<file path="src/rtl/mem_stage.sv">
// Memory stage: holds one instruction, waits for the data response, then forms load results.
// Optional lwl/lwr merge support is enabled by defining MS_LWLR_EN.
module mem_stage (
  input  logic         clk,
  input  logic         reset,
  output logic         ms_allowin,
  input  logic         es_to_ms_valid,
  input  logic [135:0] es_to_ms_bus,
  output logic         ms_to_ws_valid,
  output logic [127:0] ms_to_ws_bus,
  input  logic         ws_allowin,
  input  logic         data_sram_data_ok,
  input  logic [31:0]  data_sram_rdata,
  input  logic         flush,
  output logic [4:0]   ms_rf_dest,
  output logic         ms_fwd_valid,
  output logic [31:0]  ms_fwd_data,
  output logic         ms_ex_o
);

  localparam logic [1:0] S_IDLE = 2'd0;
  localparam logic [1:0] S_WAIT = 2'd1;
  localparam logic [1:0] S_DONE = 2'd2;

  logic         ms_valid_q, ms_valid_d;
  logic [1:0]   state_q, state_d;
  logic [1:0]   discard_q, discard_d;
  logic [131:0] bus_q, bus_d;
  logic [31:0]  rdata_buf_q, rdata_buf_d;

  logic         unused_reserved;
  assign unused_reserved = ^es_to_ms_bus[131:128];

  // Stored bus: {mem_req, load_op, passthrough[127:0]}; reserved bits are dropped.
  logic        mem_req, ex, is_load, store_op;
  logic [2:0]  load_op;
  logic [31:0] final_result, raw, res;
  logic [3:0]  strb;
  logic [1:0]  a;
  logic [7:0]  byte_sel;
  logic [15:0] half_sel;
  logic        data_ok_eff, ms_ready_go, handoff, accept;

  assign mem_req      = bus_q[131];
  assign load_op      = bus_q[130:128];
  assign ex           = bus_q[78];
  assign final_result = bus_q[63:32];
  assign a            = final_result[1:0];
  assign is_load      = mem_req && !ex && (load_op != 3'd7);
  assign store_op     = mem_req && (load_op == 3'd7);

  // Responses still owed to flushed requests are swallowed until the counter drains.
  assign data_ok_eff  = data_sram_data_ok && (discard_q == 2'd0);
  assign ms_ready_go  = (state_q == S_DONE) || ((state_q == S_WAIT) && data_ok_eff);
  assign ms_allowin   = !ms_valid_q || (ms_ready_go && ws_allowin);
  assign ms_to_ws_valid = ms_valid_q && ms_ready_go;
  assign handoff      = ms_to_ws_valid && ws_allowin;
  assign accept       = es_to_ms_valid && ms_allowin && !flush;

  // The response cycle bypasses the buffer so WB gets the load with no extra latency.
  assign raw = (state_q == S_WAIT) ? data_sram_rdata : rdata_buf_q;

  always_comb begin
    byte_sel = raw[7:0];
    case (a)
      2'd0: byte_sel = raw[7:0];
      2'd1: byte_sel = raw[15:8];
      2'd2: byte_sel = raw[23:16];
      2'd3: byte_sel = raw[31:24];
      default: byte_sel = raw[7:0];
    endcase
    half_sel = a[1] ? raw[31:16] : raw[15:0];
    res  = final_result;
    strb = bus_q[72:69];
    if (is_load) begin
      case (load_op)
        3'd0: begin res = raw; strb = 4'b1111; end
        3'd1: begin res = {{24{byte_sel[7]}}, byte_sel}; strb = 4'b1111; end
        3'd2: begin res = {24'd0, byte_sel}; strb = 4'b1111; end
        3'd3: begin res = {{16{half_sel[15]}}, half_sel}; strb = 4'b1111; end
        3'd4: begin res = {16'd0, half_sel}; strb = 4'b1111; end
`ifdef MS_LWLR_EN
        3'd5: begin res = raw << {~a, 3'b000}; strb = 4'b1111 << ~a; end
        3'd6: begin res = raw >> {a, 3'b000}; strb = 4'b1111 >> a; end
`else
        3'd5, 3'd6: begin res = raw; strb = 4'b1111; end
`endif
        default: begin end
      endcase
    end
  end

  always_comb begin
    ms_valid_d  = ms_valid_q;
    state_d     = state_q;
    bus_d       = bus_q;
    rdata_buf_d = rdata_buf_q;
    discard_d   = discard_q;
    if ((state_q == S_WAIT) && data_ok_eff) begin
      rdata_buf_d = data_sram_rdata;
      state_d     = S_DONE;
    end
    if (handoff) begin
      ms_valid_d = 1'b0;
      state_d    = S_IDLE;
    end
    if (accept) begin
      ms_valid_d = 1'b1;
      bus_d      = {es_to_ms_bus[135:132], es_to_ms_bus[127:0]};
      state_d    = (es_to_ms_bus[135] && !es_to_ms_bus[78]) ? S_WAIT : S_DONE;
    end
    if (flush) begin
      ms_valid_d = 1'b0;
      state_d    = S_IDLE;
    end
    // A flush with a response in the same cycle leaves the outstanding count unchanged.
    if (flush && (state_q == S_WAIT)) begin
      if (!data_sram_data_ok && (discard_q != 2'd3))
        discard_d = discard_q + 2'd1;
    end else if (data_sram_data_ok && (discard_q != 2'd0)) begin
      discard_d = discard_q - 2'd1;
    end
  end

  always_ff @(posedge clk) begin
    if (reset) begin
      ms_valid_q <= 1'b0;
      state_q    <= S_IDLE;
      discard_q  <= 2'd0;
    end else begin
      ms_valid_q <= ms_valid_d;
      state_q    <= state_d;
      discard_q  <= discard_d;
    end
  end

  always_ff @(posedge clk) begin
    bus_q       <= bus_d;
    rdata_buf_q <= rdata_buf_d;
  end

  assign ms_to_ws_bus = ms_valid_q ? {bus_q[127:73], strb, bus_q[68:64], res, bus_q[31:0]} : 128'd0;
  assign ms_fwd_valid = ms_valid_q && (state_q == S_DONE);
  assign ms_fwd_data  = ms_valid_q ? res : 32'd0;
  assign ms_rf_dest   = (ms_valid_q && !ex && !store_op) ? bus_q[68:64] : 5'd0;
  assign ms_ex_o      = ms_valid_q && ex;

endmodule

</file>
<file path="config.mk">
export PLATFORM = sky130hd
export DESIGN_NAME = mem_stage
export DESIGN_NICKNAME = d
export VERILOG_FILES = /design/src/rtl/mem_stage.sv
export SDC_FILE = /design/constraint.sdc
export NUM_CORES = 1
export LEC_CHECK = 0
export ABC_CLOCK_PERIOD_IN_PS = 13000
export CAP_MARGIN = 25
export CORE_MARGIN = 2
export CORE_UTILIZATION = 45
export DETAILED_ROUTE_END_ITERATION = 6
export PLACE_DENSITY = 0.86
export SLEW_MARGIN = 20
export SYNTH_ARGS = -nofsm -noshare
export SYNTH_HDL_FRONTEND = slang
export SYNTH_SLANG_ARGS = --single-unit
</file>
<file path="constraint.sdc">
create_clock -name clk -period 13 [get_ports clk]
set_clock_uncertainty 0.05 [all_clocks]
set_input_delay 2.6 -clock clk [delete_from_list [all_inputs] [get_ports clk]]
set_output_delay 2.6 -clock clk [all_outputs]
set_load 0.01 [all_outputs]
</file>
# Word-level counts from Yosys, hierarchy flattened
# Cells that the tools add are included.
dict set report word_totals {
  ff_bits 169
  input_bits 174
  output_inout_bits 169
  wordCells 78
}
dict set report classes {
  n_reduce_logical 37
  mux 19
  addsub 2
  eq_ne 15
}
# op count
set op_table {}
lappend op_table {{case mux 32 bit (5 select lines)} 1}
lappend op_table {{two-way mux 128 bit} 1}
lappend op_table {{two-way mux 32 bit} 3}
lappend op_table {{case mux 8 bit (4 select lines)} 1}
lappend op_table {{logical AND 1 bit} 18}
lappend op_table {{two-way mux 16 bit} 1}
lappend op_table {{two-way mux 2 bit} 7}
lappend op_table {{== test 3 bit (second input constant)} 4}
lappend op_table {{two-way mux 4 bit} 2}
lappend op_table {{OR reduction 7 bit} 1}
lappend op_table {{== test 2 bit (second input constant)} 3}
lappend op_table {{== test 3 x 2 -> 1 bit (second input constant)} 2}
lappend op_table {{zero test 1 bit} 6}
lappend op_table {{nonzero test 2 bit} 3}
lappend op_table {{two-way mux 5 bit} 1}
lappend op_table {{== test 2 x 1 -> 1 bit (second input constant)} 2}
lappend op_table {{zero test 2 bit} 2}
lappend op_table {{== test 3 x 1 -> 1 bit (second input constant)} 1}
lappend op_table {{zero test 3 bit} 1}
lappend op_table {{inequality test 3 bit (second input constant)} 1}
lappend op_table {{nonzero test 3 bit} 1}
lappend op_table {{OR reduction 3 bit} 1}
lappend op_table {{adder 2 x 1 -> 2 bit (second input constant)} 1}
lappend op_table {{logical OR 1 bit} 2}
lappend op_table {{other kinds (6)} 7}

# Logic depth before layout (Yosys ltp)
dict set report logic_depth {
  depth_word 9
  depth_mapped 8
  depth_no_buf 5
}

# Least setup slack after synthesis
# OpenSTA, ideal clock, no wires.
dict set report synth_path {
  kind {input port to flip-flop}
  startpoint {input port data_sram_data_ok}
  endpoint {register bus_q[0] (enable)}
  path_slack_ns 5.813
  setup_ns 0.508
  n_path_buf 0
  arrival_time_ns 6.629
  path_stages 4
  required_time_ns 12.442
  cell_sequence {or3b_1 o21a_1 o21ai_1 and3_1}
}
dict set report synth_between {
  elab_chain_cells 7
}
# element line
set synth_rtl {}
lappend synth_rtl {{from (decl)} 12} ;# input logic data_sram_data_ok,
lappend synth_rtl {{logical AND 1 bit} 53} ;# assign data_ok_eff = data_sram_data_ok && (discard_q == 2'd0);
lappend synth_rtl {{logical AND 1 bit} 54} ;# assign ms_ready_go = (state_q == S_DONE) || ((state_q == S_WAIT) && data_ok_eff);
lappend synth_rtl {{logical OR 1 bit} 54}
lappend synth_rtl {{logical AND 1 bit} 55} ;# assign ms_allowin = !ms_valid_q || (ms_ready_go && ws_allowin);
lappend synth_rtl {{logical OR 1 bit} 55}
lappend synth_rtl {{net ms_allowin} 6} ;# output logic ms_allowin,
lappend synth_rtl {{logical AND 1 bit (2 in series)} 58} ;# assign accept = es_to_ms_valid && ms_allowin && !flush;
lappend synth_rtl {{net accept} 42} ;# logic data_ok_eff, ms_ready_go, handoff, accept;
lappend synth_rtl {{to (signal assigned)} 138} ;# bus_q <= bus_d;
lappend synth_rtl {{to (decl)} 28} ;# logic [131:0] bus_q, bus_d;
# The timed path passes the listed nets, and every way through them passes these cells.
# A chain may end at the register's enable or synchronous reset.

# Final worst setup path
dict set report layout_path {
  startpoint {input port data_sram_rdata[31]}
  endpoint {output port ms_fwd_data[30]}
}
dict set report layout_between {
  elab_chain_cells 5
  elab_cells_between_ends 6
  cone_classes {6 x mux}
}
# element line
set layout_rtl {}
lappend layout_rtl {{from (decl)} 13} ;# input logic [31:0] data_sram_rdata,
lappend layout_rtl {{two-way mux 32 bit (*)} 61} ;# assign raw = (state_q == S_WAIT) ? data_sram_rdata : rdata_buf_q;
lappend layout_rtl {{case mux 8 bit (4 select lines) / two-way mux 16 bit (equally long branches)} {65, 72}}
lappend layout_rtl {{case mux 32 bit (5 select lines) (*)} 76} ;# case (load_op)
lappend layout_rtl {{two-way mux 32 bit (*)} 75} ;# if (is_load) begin
lappend layout_rtl {{two-way mux 32 bit (*)} 144} ;# assign ms_fwd_data = ms_valid_q ? res : 32'd0;
lappend layout_rtl {{to (decl)} 17} ;# output logic [31:0] ms_fwd_data,
# Every way passes the cells marked *; elsewhere a longest branch is shown, timed or not.

==> flow_summary.json <==
{
  "cts_hold_buf": 0,
  "cts.path.max_buffers": 2,
  "power.switching_uw": 294,
  "nets": 1020,
  "combPwrFrac_pct": 11.5,
  "synth-main-ff-cell": "edfxtp_1",
  "crit_type": "input port to primary output",
  "place_inst": 1046,
  "wl_per_cell_microns": 20.9,
  "drt_iter0_markers": 523,
  "reg2regPathDepth": 6,
  "cts_setup_buffers": 0,
  "setup_violations": 0,
  "grt_overflow": 0,
  "yosys.cell_types.count": 49,
  "max-cap-violations": 0,
  "placed_area_sq_mm": 0.0109,
  "dieArea_sq_mm": 0.0180,
  "gp_congestion": 0.861,
  "io_pins": 343,
  "ys_ff_latch": 169,
  "fin_crit_sh_pct": 63.0,
  "num_rows": 47,
  "grt_start_max_net_pins": 137,
  "fp.dieW_microns": 134,
  "final-instance-count-excl-fill": 1080,
  "relSlewSlack_pct": 28.2,
  "clkPwrFrac_pct": 39.8,
  "numClockSinks": 169,
  "first_pass_iters": 5,
  "coreArea_sq_mm": 0.0165,
  "cts_resized": 0,
  "yosysSeqAreaShare_pct": 66.1,
  "grt_pass1_wl_microns": 33200,
  "fmax_mhz": 122,
  "synth_common_cells": "164 x edfxtp_1, 99 x and2_1, 33 x buf_4",
  "yosys.area.top_type": "edfxtp_1",
  "io_buffers": 338,
  "synth_top_area_share_pct": 64.7,
  "holdWs_ns": 0.432,
  "drc": 0,
  "via_per_inst": 5.18,
  "rr_endpoint": "bus_q[24]",
  "clkLatencyLatePin_ns": 0.42,
  "cts_tree": "yes",
  "yosys-top-cells-area": "edfxtp_1 65%, and2_1 8.1%, mux2i_1 4.1%",
  "hpwl_microns": 16500,
  "p_sw_share_pct": 22.8,
  "grt_usage_pct": 24.8,
  "final_antenna_net_count": 0,
  "syn-num-nets": 725,
  "cp-start-kind": "input port",
  "endpoint_kind": "primary output",
  "min_period_ns": 8.19,
  "status": "finished clean",
  "numCtsBuffers": 17,
  "antenna_found_initial": 4,
  "holdPathEnd": "discard_q[1]",
  "clockRootBuffer": "clkbuf_16",
  "vdd_ir_drop_max_mv": 0.0948,
  "first_global_vias": 5853,
  "synth_area_sq_mm": 0.00761,
  "syn_inst": 551,
  "finalHoldViolCount": 0,
  "layout-drive-gt1-share_pct": 6.18,
  "postLayoutCoreUtil_pct": 69.9,
  "min-delay-path-class": "register to register",
  "path_clk_slew_ns": 0.07,
  "async_flop_share_pct": 0,
  "required_ns": 10.35,
  "rsz0062_at_grt": "false",
  "cp_max_fo": 17,
  "tns_ns": 0,
  "yosysMostFrequentCell": "edfxtp_1",
  "r2r_slack_ns": 9.58,
  "r2r-start": "state_q[1]",
  "design_area_sq_mm": 0.0115,
  "p_seq_share_pct": 48.7,
  "worstMarginPinSlew_ns": 1.07,
  "cts_htree_levels": 4,
  "hold_start": "discard_q[1]",
  "min_path_cells": 2,
  "leakage_nw": 4.10,
  "arrival_ns": 5.54,
  "syn_to_final_growth_pct": 51.8,
  "totalWireLength_microns": 22600,
  "initial_core_util_pct": 46.0,
  "synth_edf_count": 164,
  "power.density_mw_per_mm2": 112,
  "avgSynthCellArea_sq_um": 13.8,
  "yosys_warnings": 0,
  "vias": 5592,
  "slew_violations": 0,
  "die_h_microns": 134,
  "p_int_uw": 997
}
## power groups by stage
stage               registers [mW]  logic (mW)  clock network [mW]
finish                       0.629       0.148               0.514
CTS                          0.632       0.145               0.521
floorplan                    0.638      0.0560                   0
global route                 0.630       0.157               0.537
global placement             0.642       0.141                   0
detailed placement           0.643       0.144                   0
## worst max path at each step
| stage | startpoint | endpoint | cells after the start |
|---|---|---|---|
| floorplan | data_sram_data_ok | bus_q[0] | 4 |
| global placement | data_sram_rdata[15] | ms_to_ws_bus[57] | 6 |
| detailed placement | data_sram_rdata[15] | ms_to_ws_bus[57] | 6 |
| CTS | data_sram_rdata[15] | ms_to_ws_bus[57] | 6 |
| global route | data_sram_rdata[15] | ms_to_ws_bus[57] | 6 |
| finish | data_sram_rdata[31] | ms_fwd_data[30] | 6 |
## layout by cell type, fill, tap and decap left out, types with 2 or more instances in the layout
cell	synthesis	final
o21ai_0	15	15
and2_1	99	99
bufinv_16	0	2
inv_6	0	6
mux4_2	2	2
nor2b_1	6	6
nor2_1	25	24
clkinv_2	0	2
o21a_1	9	9
a21oi_1	14	14
edfxtp_1	164	164
a2bb2oi_1	8	8
nor4bb_1	2	2
nand2b_1	11	10
clkdlybuf4s50_1	0	338
nand3b_1	2	2
dfxtp_1	5	4
nand2_1	15	15
mux2i_1	31	31
a31oi_1	9	9
o21ai_1	3	3
inv_1	5	5
diode_2	0	2
buf_4	33	5
mux2_2	8	8
inv_8	0	2
o22ai_1	4	4
o221a_1	16	16
a221oi_1	4	4
nor3_1	4	4
clkbuf_16	0	17
## final cells by class
cell class / count / area, sq um
sequential: 169 / 5030
clock inverter: 14 / 165
fill: 1150 / 4980
antenna: 2 / 5.00
timing repair buffer: 344 / 3450
tap: 220 / 275
inverter: 5 / 18.8
multi-input combinational: 309 / 2180
clock buffer: 17 / 425
## routing by layer
metal  up-vias  part of all wire [%]  global-route usage (%)  wire length [microns]
met5         -                  0.17                       0                     38
met4         6                   2.7                    8.30                    610
met3        38                   9.4                    10.1                   2120
met2       278                    52                    43.2                  11600
met1      2671                    36                    27.8                   8170
li1       2599                     -                       -                      -
## sequential cells by signal (all words and copies together), names as in the netlist
register	cells
state_q	2
bus_q	132
ms_valid_q	1
discard_q	2
rdata_buf_q	32
## worst max-delay path, cell delays in order
cell and delay, ns:
clkdlybuf4s50_1 0.52, mux2i_1 0.14, mux4_2 0.56, o311ai_4 0.76, o221a_1 0.38, clkdlybuf4s50_1 0.57
## logic make-up (layout without fill, tap and decap cells)
logic type / count (synthesis) / count (layout) / share of synthesized area [%]
AOI/OAI and AO/OA: 94 / 94 / 9.38
xor gates and xnor gates: 1 / 1 / 0.115
buffers and inverters: 73 / 380 / 5.48
DFF: 169 / 169 / 66.1
muxes: 41 / 41 / 5.86
other: 0 / 2 / 0
and+or+nand+nor: 173 / 173 / 13.1
## per-stage QoR
step | setup slack [ns] | power [mW]
3_5_place_dp | 4.88 | 0.787
4_1_cts | 4.88 | 1.30
3_3_place_gp | 4.94 | 0.783
5_1_grt | 4.75 | 1.33
2_1_floorplan | 5.81 | 0.694
6_report | 4.81 | 1.29
Note: power is estimated with default switching activity, not from simulation.
